$ cat config.mk
export PLATFORM = sky130hd
export DESIGN_NAME = class_argmax_reader
export DESIGN_NICKNAME = d
export VERILOG_FILES = /design/src/rtl/class_argmax_reader.sv
export SDC_FILE = /design/constraint.sdc
export NUM_CORES = 1
export LEC_CHECK = 0
export BUFFER_PORTS_ARGS = -buffer_cell sky130_fd_sc_hd__buf_2
export CELL_PAD_IN_SITES_DETAIL_PLACEMENT = 0
export CELL_PAD_IN_SITES_GLOBAL_PLACEMENT = 1
export CORE_MARGIN = 10
export CORE_UTILIZATION = 45
export DETAILED_ROUTE_END_ITERATION = 10
export PLACE_DENSITY_LB_ADDON = 0.1
export SLEW_MARGIN = 5
export SYNTH_ARGS = -nofsm -noshare
export SYNTH_HDL_FRONTEND = slang
export SYNTH_SLANG_ARGS = --single-unit
$ cat constraint.sdc
create_clock -name clk -period 11.1 [get_ports clk]
set_clock_uncertainty 0.15 [all_clocks]
set_input_delay 2.22 -clock clk [delete_from_list [all_inputs] [get_ports clk]]
set_output_delay 2.22 -clock clk [all_outputs]
set_load 0.005 [all_outputs]
$ cat src/rtl/class_argmax_reader.sv
// Pops IEEE-754 score words from the accelerator output FIFO and reports the per-image argmax.
// Latency: one word per 2 cycles (pop, then compare); result_valid pulses the cycle after the final compare.
// Backpressure: pops only while the FIFO is non-empty, one pop in flight; stops popping once NUM_IMG images are done.
module class_argmax_reader #(
    parameter int NUM_CLASS = 10,
    parameter int NUM_IMG   = 1,
    parameter int IDX_W     = 10
) (
    input  logic             clk,
    input  logic             resetn,
    input  logic [31:0]      fifo_data,
    input  logic             fifo_last,
    input  logic             fifo_empty,
    output logic             fifo_rdreq,
    output logic [IDX_W-1:0] class_idx,
    output logic [31:0]      class_score,
    output logic             result_valid,
    output logic [15:0]      img_count,
    output logic             frame_err,
    output logic             done
);

    localparam int              CNT_W      = (NUM_CLASS > 1) ? $clog2(NUM_CLASS) : 1;
    localparam logic [CNT_W-1:0] LAST_CNT   = CNT_W'(NUM_CLASS - 1);
    localparam logic [15:0]     IMG_TARGET = 16'(NUM_IMG);

    typedef enum logic [1:0] {
        IDLE = 2'd0,
        READ = 2'd1,
        CMP  = 2'd2,
        DONE = 2'd3
    } state_t;

    state_t           state;
    state_t           state_nxt;
    logic [CNT_W-1:0] word_cnt;
    logic [31:0]      max_score;
    logic [CNT_W-1:0] max_idx;

    logic             word_nan;
    logic             take;
    logic             at_last_cnt;
    logic             img_end;
    logic             frame_bad;
    logic [15:0]      img_count_inc;
    logic             all_done;
    logic [IDX_W-1:0] win_idx;
    logic [31:0]      win_score;

    // Order-preserving map from float bits to an unsigned key: negatives reversed, positives above them.
    function automatic logic [31:0] score_key(input logic [31:0] w);
        return w[31] ? ~w : {1'b1, w[30:0]};
    endfunction

    assign word_nan      = (fifo_data[30:23] == 8'hFF) && (fifo_data[22:0] != 23'd0);
    assign take          = (word_cnt == '0) ||
                           (!word_nan && (score_key(fifo_data) > score_key(max_score)));
    assign at_last_cnt   = (word_cnt == LAST_CNT);
    assign img_end       = fifo_last || at_last_cnt;
    assign frame_bad     = fifo_last ^ at_last_cnt;
    assign img_count_inc = (img_count == 16'hFFFF) ? img_count : img_count + 16'd1;
    assign all_done      = (img_count_inc >= IMG_TARGET);
    assign win_idx       = IDX_W'(take ? word_cnt : max_idx);
    assign win_score     = take ? fifo_data : max_score;

    always_comb begin
        state_nxt  = state;
        fifo_rdreq = 1'b0;
        case (state)
            IDLE: begin
                if (!fifo_empty && !done) begin
                    state_nxt = READ;
                end
            end
            READ: begin
                fifo_rdreq = !fifo_empty;
                if (!fifo_empty) begin
                    state_nxt = CMP;
                end
            end
            CMP: begin
                state_nxt = (img_end && all_done) ? DONE : READ;
            end
            DONE: begin
                state_nxt = DONE;
            end
            default: begin
                state_nxt = IDLE;
            end
        endcase
    end

    always_ff @(posedge clk or negedge resetn) begin
        if (!resetn) begin
            state        <= IDLE;
            word_cnt     <= '0;
            max_score    <= 32'd0;
            max_idx      <= '0;
            class_idx    <= '0;
            class_score  <= 32'd0;
            result_valid <= 1'b0;
            img_count    <= 16'd0;
            frame_err    <= 1'b0;
            done         <= 1'b0;
        end else begin
            state        <= state_nxt;
            result_valid <= 1'b0;
            if (state == CMP) begin
                if (take) begin
                    max_score <= fifo_data;
                    max_idx   <= word_cnt;
                end
                if (img_end) begin
                    word_cnt     <= '0;
                    class_idx    <= win_idx;
                    class_score  <= win_score;
                    result_valid <= 1'b1;
                    img_count    <= img_count_inc;
                    if (frame_bad) begin
                        frame_err <= 1'b1;
                    end
                    if (all_done) begin
                        done <= 1'b1;
                    end
                end else begin
                    word_cnt <= word_cnt + 1'b1;
                end
            end
        end
    end

endmodule

=== After elaboration in Yosys (flattened, before gate mapping) ===
Cells that the tools add are included.

* $add $sub $neg: 2
* Order comparisons: 2
* Equality and inequality tests: 8
* Muxes and demuxes: 13
* Bitwise operators: 3
* Reduce and logical (&&, ||, !) cells: 17

{| class="wikitable"
|+ Operator list
! operator !! number
|-
| 32-bit 2-to-1 mux || 3
|-
| 32-bit NOT || 2
|-
| 32-bit greater-than comparator || 1
|-
| 23-bit nonzero test || 1
|-
| 16-bit by 1-bit adder with 16-bit output (second input constant) || 1
|-
| 16-bit == test (second input constant) || 1
|-
| 16-bit by 1-bit >= comparator with 1-bit output (second input constant) || 1
|-
| 16-bit 2-to-1 mux || 1
|-
| 8-bit == test (second input constant) || 1
|-
| 4-bit 2-to-1 mux || 2
|-
| 2-bit case mux with 4 select lines || 1
|-
| 2-bit 2-to-1 mux || 3
|-
| 2-bit AND reduction || 3
|-
| 3-bit AND reduction || 2
|-
| 4-bit by 1-bit adder with 4-bit output (second input constant) || 1
|-
| 2-bit == test (second input constant) || 2
|-
| 4-bit == test (second input constant) || 1
|-
| 1-bit logical AND || 4
|-
| 4-bit logical NOT || 1
|-
| 2-bit != test (second input constant) || 2
|-
| 1-bit logical NOT || 3
|-
| 1-bit 2-to-1 mux || 3
|-
| 2-bit by 1-bit == test with 1-bit output (second input constant) || 1
|-
| 2-bit logical NOT || 1
|-
| other kinds (2) || 3
|}

* Flip-flop bits (word level): 103
* Input bits: 36
* Output and inout bits: 62
* Word-level logic and storage cells: 55

=== Longest topological paths before layout ===
Gate-level depths: netlist of run 1.

* Depth in word-level cells: 6
* Gate-level depth with buffers: 13
* Gate-level depth less buffers: 9

=== Worst setup path after synthesis of run 1 ===
OpenSTA, ideal clock, no wires.

* Path type: input port to flip-flop
* From: in fifo_data[31]
* To: reg max_score[10]
* Library setup time: 0.125 ns
* Arrival time: 5.160 ns
* Data required time: 10.825 ns
* Setup slack: 5.666 ns
* Stages: 12
* Buffers on the path: 4
* Path through: clkbuf_1 > buf_1 > xor2_1 > ha_1 > nand4_1 > or4_1 > o21ai_1 > o21ba_2 > buf_6 > o21ai_4 > buf_8 > mux2_2

* Word-level cells in the longest chain between the ends: 6

{| class="wikitable"
|+ Ends and longest elaborated chain
! element !! line !! RTL
|-
| from (decl) || 11 || <nowiki>input logic [31:0] fifo_data,</nowiki>
|-
| 32-bit NOT || 52 || <nowiki>return w[31] ? ~w : {1'b1, w[30:0]};</nowiki>
|-
| 32-bit 2-to-1 mux (*) || 52 ||
|-
| 32-bit greater-than comparator (*) || 57 || <nowiki>(!word_nan && (score_key(fifo_data) > score_key(max_score)));</nowiki>
|-
| 1-bit logical AND (*) || 57 ||
|-
| 1-bit logical OR (*) || 56 || <nowiki>assign take = (word_cnt == '0) ||</nowiki>
|-
| 32-bit 2-to-1 mux (*) || - ||
|-
| to (signal assigned) || 110 || <nowiki>max_score <= fifo_data;</nowiki>
|-
| to (decl) || 37 || <nowiki>logic [31:0] max_score;</nowiki>
|}

Every way passes the cells marked *; elsewhere a longest branch is shown, timed or not.
A chain may end at the register's enable or synchronous reset.

=== Worst setup path after layout of run 1 ===
* From: in fifo_data[31]
* To: reg max_score[7]

The elaborated chain is that of the path after synthesis.

==> results.txt, run 1 <==
CP max FO: 38
Fmax: 0.162 GHz
Setup crit end kind: flip-flop
num rows: 41
GRT overflow: 0
die width: 135 um
Max clock buf depth: 2
Lkg Pwr: 2.97 nW
largest net degree at the start of global routing: 63
Final #Nets: 751
FF/Latch Area: 2430 sq um
Design Area, Final: 6700 sq um
# DRC: 0
wire per inst: 18.0 um
#FFs+latches synth: 97
cts repair resizes: 0
R2R cell count: 9
Top delay family on crit path: compound AO/OA/AOI/OAI gates
CP max stage delay: 1050 ps
Layout fillers: 1230
Yosys cell types: 53
layout cells sized above 1: 22.9%
launching point of the worst reg2reg path: max_score[31]$_DFFE_PN0P_
crit path launch type: primary input
HPWL after DPL: 10.5 mm
pre-CTS setup slack: 4590 ps
DIE HEIGHT: 135 um
unrepaired setup endpoints after global routing: no
worst slew pin tran: 1220 ps
Seq/Total Area, Yosys: 41.1%
Tcrit/Tclk final: 55.8%
crit path DAT: 6270 ps
pwr/cell area: 265 nW/um^2
Clock Pin Slew Worst Setup and Hold Paths: 60 ps
gr usage total: 17.3%
# placed instances: 839
YS warnings: 0
Ant. Diodes: 0
mean post-synth cell area: 9.67 sq um
post-route ant nets: 0
number of CTS-inserted buffers: 9
Total Wirelength: 15.3 mm
outcome: completed
slowest CP cell: o21ai_4
Port Buffers: 91
gpl congestion: 0.845
CP bufs+invs: 1
number of global-route vias before repair: 4938
Die ar.: 18100 sq um
Worst slew margin: 18.2%
Critical R2R Capture: max_score[7]$_DFFE_PN0P_
CP startpoint: fifo_data[31]
Root Driver: clkbuf_16
placed cell area: 6400 sq um
Post-Route Setup TNS: 0 ps
hold_buf cts: 0
Slew Limit Fails: 0
routed vias: 4750
EDFF count, synth: 0
P&R area growth vs syn: 13.5%
R2R Setup Slk: 6270 ps
core box area: 12700 sq um
Via density: 5.56
HP Class: reg -> reg
maximum VDD drop: 0.000137 V
Post-CTS Setup Bufs: 0
WS Path Type: in -> reg
CTS tree: built
CTS H-tree depth: 3
Async SR Flop Fraction: 100%
Worst Hold End: frame_err$_DFFE_PN0P_
I/O pins: 98
final hold vios: 0
hold path cells: 1
Multi-input gate area: 3230 sq um
hold wc startpoint: frame_err$_DFFE_PN0P_
worst skew pair latency: 350 ps
post-route setup slack: 4910 ps
first-pass GRT wire length: 25.3 mm
Sink Count: 97
cells along the critical path: buf_2 > xor2_1 > ha_1 > nand4_1 > nor4_1 > nand2_1 > o21ai_1 > o21ba_2 > o21ai_4 > mux2_2
Cells after Synth: 610
final setup fails: 0
Initial DRC Count: 335
Final Non-Filler Cells: 854
maxcap violations: 0
WP data required: 11180 ps
main flop type after synthesis: dfrtp_1
TritonRoute pass-1 iters: 4
number of antenna violations at the first check in global routing: 0
Starting Density: 46.4%
Synth Cell Area: 5900 sq um
fin crit period: 6190 ps
## worst register-to-register path: stages (launching register included)
cell and delay [ps]:
dfrtp_1 890, buf_4 450, xnor2_1 130, ha_1 330, nand4_1 180, or4_1 500
o21ai_1 140, o21ba_2 430, o21ai_4 1060, mux2_2 450
## power by group
group / internal, W / switching [W] / total, W
combinational: 0.000361 / 0.000480 / 0.000841
clock: 0.000182 / 0.000134 / 0.000316
sequential: 0.000498 / 0.000123 / 0.000621
## cell usage after synthesis (all sizes together), types with 9 or more instances
cell type	number	area [sq um]
xor2	37	324
xnor2	39	342
nand4	13	87.6
clkbuf	22	82.6
ha	37	463
nand3	16	80.1
mux2	35	394
a21oi	53	265
nor4	9	56.3
a31oi	42	263
nand2	30	113
nor2	53	199
buf	23	158
dfrtp	97	2430
o21ai	45	236
## cell families (layout without fill, tap and decap cells)
| family | Yosys count | in the layout | share of synthesized area (%) |
|---|---|---|---|
| AOI/OAI and AO/OA | 159 | 159 | 15.7 |
| and+or+nand+nor | 154 | 154 | 12.8 |
| DFF | 97 | 97 | 41.1 |
| xor gates and xnor gates | 76 | 76 | 11.3 |
| buffers and inverters | 51 | 118 | 4.45 |
| adders and majority gates | 37 | 37 | 7.85 |
| muxes | 35 | 35 | 6.68 |
| other | 1 | 6 | 0.0636 |
## metrics by stage
stage               utilization, %  hold slack [ps]  total power [W]
floorplan                        -              301          0.00120
finish                        52.7              306          0.00178
detailed placement            50.3              298          0.00148
CTS                           52.7              313          0.00180
global route                  52.7              325          0.00194
global placement              50.3              287          0.00144
## layout by cell type (no fill, tap or decap), types with 33 or more instances in the layout
cell type  synthesis  layout
xnor2_1           39      39
buf_2              3      90
o21ai_0           43      43
a21oi_1           53      53
xor2_1            37      37
mux2_2            33      33
nor2_1            53      53
a31oi_1           42      42
dfrtp_1           97      97
ha_1              37      37
## routing by layer
layer / vias to the layer above / share of wire [%] / track usage, %
met5: - / 0 / 0
met4: 0 / 2.5 / 8.04
met3: 20 / 5.6 / 3.89
met2: 109 / 46 / 27.0
met1: 2305 / 46 / 22.3
li1: 2316 / - / -
## layout make-up
| cell class | count | share of cell area (%) |
|---|---|---|
| flip-flops and latches | 97 | 36.2 |
| repair buffers | 97 | 7.51 |
| well taps | 172 | 3.21 |
| multi-input cells | 467 | 48.2 |
| clock inverters | 1 | 0.112 |
| clock buffers | 14 | 4.39 |
| inverters | 6 | 0.336 |
## worst max-delay path by stage
stage                                endpoint  slack (ps)  cells past startpoint
floorplan           max_score[10]$_DFFE_PN0P_        5670                     12
global placement     max_score[8]$_DFFE_PN0P_        4740                     10
detailed placement  max_score[19]$_DFFE_PN0P_        4590                     10
CTS                  max_score[7]$_DFFE_PN0P_        4930                     10
global route        max_score[19]$_DFFE_PN0P_        4560                     10
finish               max_score[7]$_DFFE_PN0P_        4910                     10
## sequential cells by signal (all words and copies together) (netlist names)
register	flops
state	2
img_count	16
done	1
max_idx	4
class_idx	4
max_score	32
result_valid	1
frame_err	1
word_cnt	4
class_score	32
(Power assumes the default switching activity.)
==> run 2: changes to the inputs <==
--- a/config.mk
+++ b/config.mk
@@ -9,7 +9,7 @@
 export CELL_PAD_IN_SITES_DETAIL_PLACEMENT = 0
 export CELL_PAD_IN_SITES_GLOBAL_PLACEMENT = 1
 export CORE_MARGIN = 10
-export CORE_UTILIZATION = 45
+export CORE_UTILIZATION = 44
 export DETAILED_ROUTE_END_ITERATION = 10
 export PLACE_DENSITY_LB_ADDON = 0.1
 export SLEW_MARGIN = 5
==> constraint.sdc (replaced) <==
create_clock -name clk -period 5.9 [get_ports clk]
set_clock_uncertainty 0.15 [all_clocks]
set_input_delay 1.18 -clock clk [delete_from_list [all_inputs] [get_ports clk]]
set_output_delay 1.18 -clock clk [all_outputs]
set_load 0.005 [all_outputs]
==> results.txt, run 2 (synthesis gave the netlist of run 1 again) <==
GRT overflow: 0 (unchanged)
maxcap violations: 0 (unchanged)
gr usage total: 17.0% (was 17.3%)
DIE HEIGHT: 136 um (was 135 um)
post-route setup slack: 1610 ps (was 4910 ps)
most frequent cells in the layout: dfrtp_1, buf_2, nor2_1, a21oi_1, o21ai_0 (unchanged)
Ant. Diodes: 0 (unchanged)
Final #Nets: 755 (was 751)
Via density: 5.52 (was 5.56)
Root Driver: clkbuf_16 (unchanged)
maximum VDD drop: 0.000197 V (was 0.000137 V)
HP Class: reg -> reg (unchanged)
Clock Pin Slew Worst Setup and Hold Paths: 70 ps (was 60 ps)
worst slew pin tran: 861 ps (was 1220 ps)
I/O pins: 98 (unchanged)
Logic pwr share: 48.6% (was 47.3%)
commonest non-fill, non-tap cell in the layout: dfrtp_1 (unchanged)
post-route ant nets: 0 (unchanged)
layout cells sized above 1: 23.1% (was 22.9%)
crit path DAT: 4370 ps (was 6270 ps)
largest net degree at the start of global routing: 54 (was 63)
crit path launch type: primary input (unchanged)
sequential power share: 34.8% (was 34.9%)
WS Path Type: in -> reg (unchanged)
Initial DRC Count: 238 (was 335)
Psw: 0.00138 W (was 0.000738 W)
HPWL after DPL: 10.6 mm (was 10.5 mm)
num rows: 42 (was 41)
final hold vios: 0 (unchanged)
CTS tree: built (unchanged)
Sink Count: 97 (unchanged)
first-pass GRT wire length: 25.4 mm (was 25.3 mm)
wire per inst: 17.8 um (was 18.0 um)
Slew Limit Fails: 0 (unchanged)
# DRC: 0 (unchanged)
Lkg Pwr: 2.96 nW (was 2.97 nW)
P&R area growth vs syn: 13.5% (about the same)
Post-Route Setup TNS: 0 ps (unchanged)
core box area: 13200 sq um (was 12700 sq um)
Setup crit end kind: flip-flop (unchanged)
Starting Density: 44.7% (was 46.4%)
fin crit period: 4290 ps
cts repair resizes: 0 (unchanged)
launching point of the worst reg2reg path: max_score[31]$_DFFE_PN0P_ (unchanged)
outcome: completed (unchanged)
Die ar.: 18400 sq um (was 18100 sq um)
CP max FO: 35 (was 38)
Worst slew margin: 42.5% (was 18.2%)
number of global-route vias before repair: 4872 (was 4938)
unrepaired setup endpoints after global routing: no (unchanged)
CP startpoint: fifo_data[31] (unchanged)
Max clock buf depth: 2 (unchanged)
Net Sw Frac: 42.0% (was 41.5%)
Post-CTS Setup Bufs: 0 (unchanged)
internal power: 0.00191 W (was 0.00104 W)
number of CTS-inserted buffers: 9 (unchanged)
Fmax: 0.233 GHz
Port Buffers: 91 (unchanged)
Clk network pwr share: 16.6% (was 17.8%)
biggest regs: class_score: 32 flops, max_score: 32 flops, img_count: 16 flops (unchanged)
TritonRoute pass-1 iters: 4 (unchanged)
gpl congestion: 0.787 (was 0.845)
hold wc startpoint: frame_err$_DFFE_PN0P_ (unchanged)
CTS H-tree depth: 3 (unchanged)
hold_buf cts: 0 (unchanged)
Tcrit/Tclk final: 72.6%
die width: 136 um (was 135 um)
WP data required: 5990 ps (was 11180 ps)
final setup fails: 0 (unchanged)
number of antenna violations at the first check in global routing: 0 (unchanged)
pre-CTS setup slack: 1230 ps (was 4590 ps)
routed vias: 4768 (was 4750)
pwr/cell area: 491 nW/um^2 (was 265 nW/um^2)
Total Wirelength: 15.4 mm (was 15.3 mm)
worst skew pair latency: 350 ps (about the same)
-- run 2: cell types whose count changed in the layout (fill, tap and decap cells not counted) --
| cell | change |
|---|---|
| clkinvlp_4 | +2 |
| clkbuf_8 | -5 |
| clkinv_2 | +2 |
| buf_4 | +4 |
| clkbuf_1 | +2 |
-- run 2: stage by stage --
step	utilization [%]	instance area [sq um]	hold WS [ps]	power (W)	std cells
floorplan	-	5920	301	0.00226	615
global placement	48.8	6430	290	0.00273	847
detailed placement	48.8	6430	296	0.00278	847
global route	50.8	6700	345	0.00359	863
finish	50.8	6700	304	0.00329	863
CTS	50.8	6700	313	0.00333	863
-- run 2: path summary, 6_finish.rpt --
check	cells past startpoint	slack (ps)	endpoint
setup / recovery	12	1610	max_score[10]$_DFFE_PN0P_
hold / removal	1	300	frame_err$_DFFE_PN0P_
setup reg to reg	10	2490	max_score[10]$_DFFE_PN0P_
hold reg to reg	1	300	frame_err$_DFFE_PN0P_
max in group asynchronous	2	3810	max_score[25]$_DFFE_PN0P_
min in group asynchronous	1	720	class_score[19]$_DFFE_PN0P_
-- run 2: critical path, cell delays in order --
cell	delay [ps]
buf_2	520
buf_4	350
xor2_1	100
ha_1	320
nand4_1	130
nor4_1	270
nand2_1	130
o21ai_1	160
o21ba_2	200
o21ai_4	150
buf_4	450
mux2_2	400
-- run 2: power by group through the flow --
stage               Clock, W  Combinational, W  Sequential, W
detailed placement         0           0.00162        0.00116
CTS                 0.000556           0.00163        0.00115
finish              0.000546           0.00160        0.00114
global placement           0           0.00159        0.00115
global route        0.000583           0.00183        0.00118
floorplan                  0           0.00113        0.00113
-- run 2: cell type report --
class                   instances  area, sq um
well taps                     176          220
clock buffers                  11          233
clock inverters                 5         32.5
inverters                       6         22.5
fillers                      1247         6490
repair buffers                101          533
flip-flops and latches         97         2430
multi-input cells             467         3230
-- run 2: per-layer routing --
metal	track usage [%]	vias up	share of wire, %
li1	-	2329	-
met1	22.1	2327	47
met2	27.3	93	47
met3	3.56	19	4.7
met4	5.86	0	1.6
met5	0	-	0
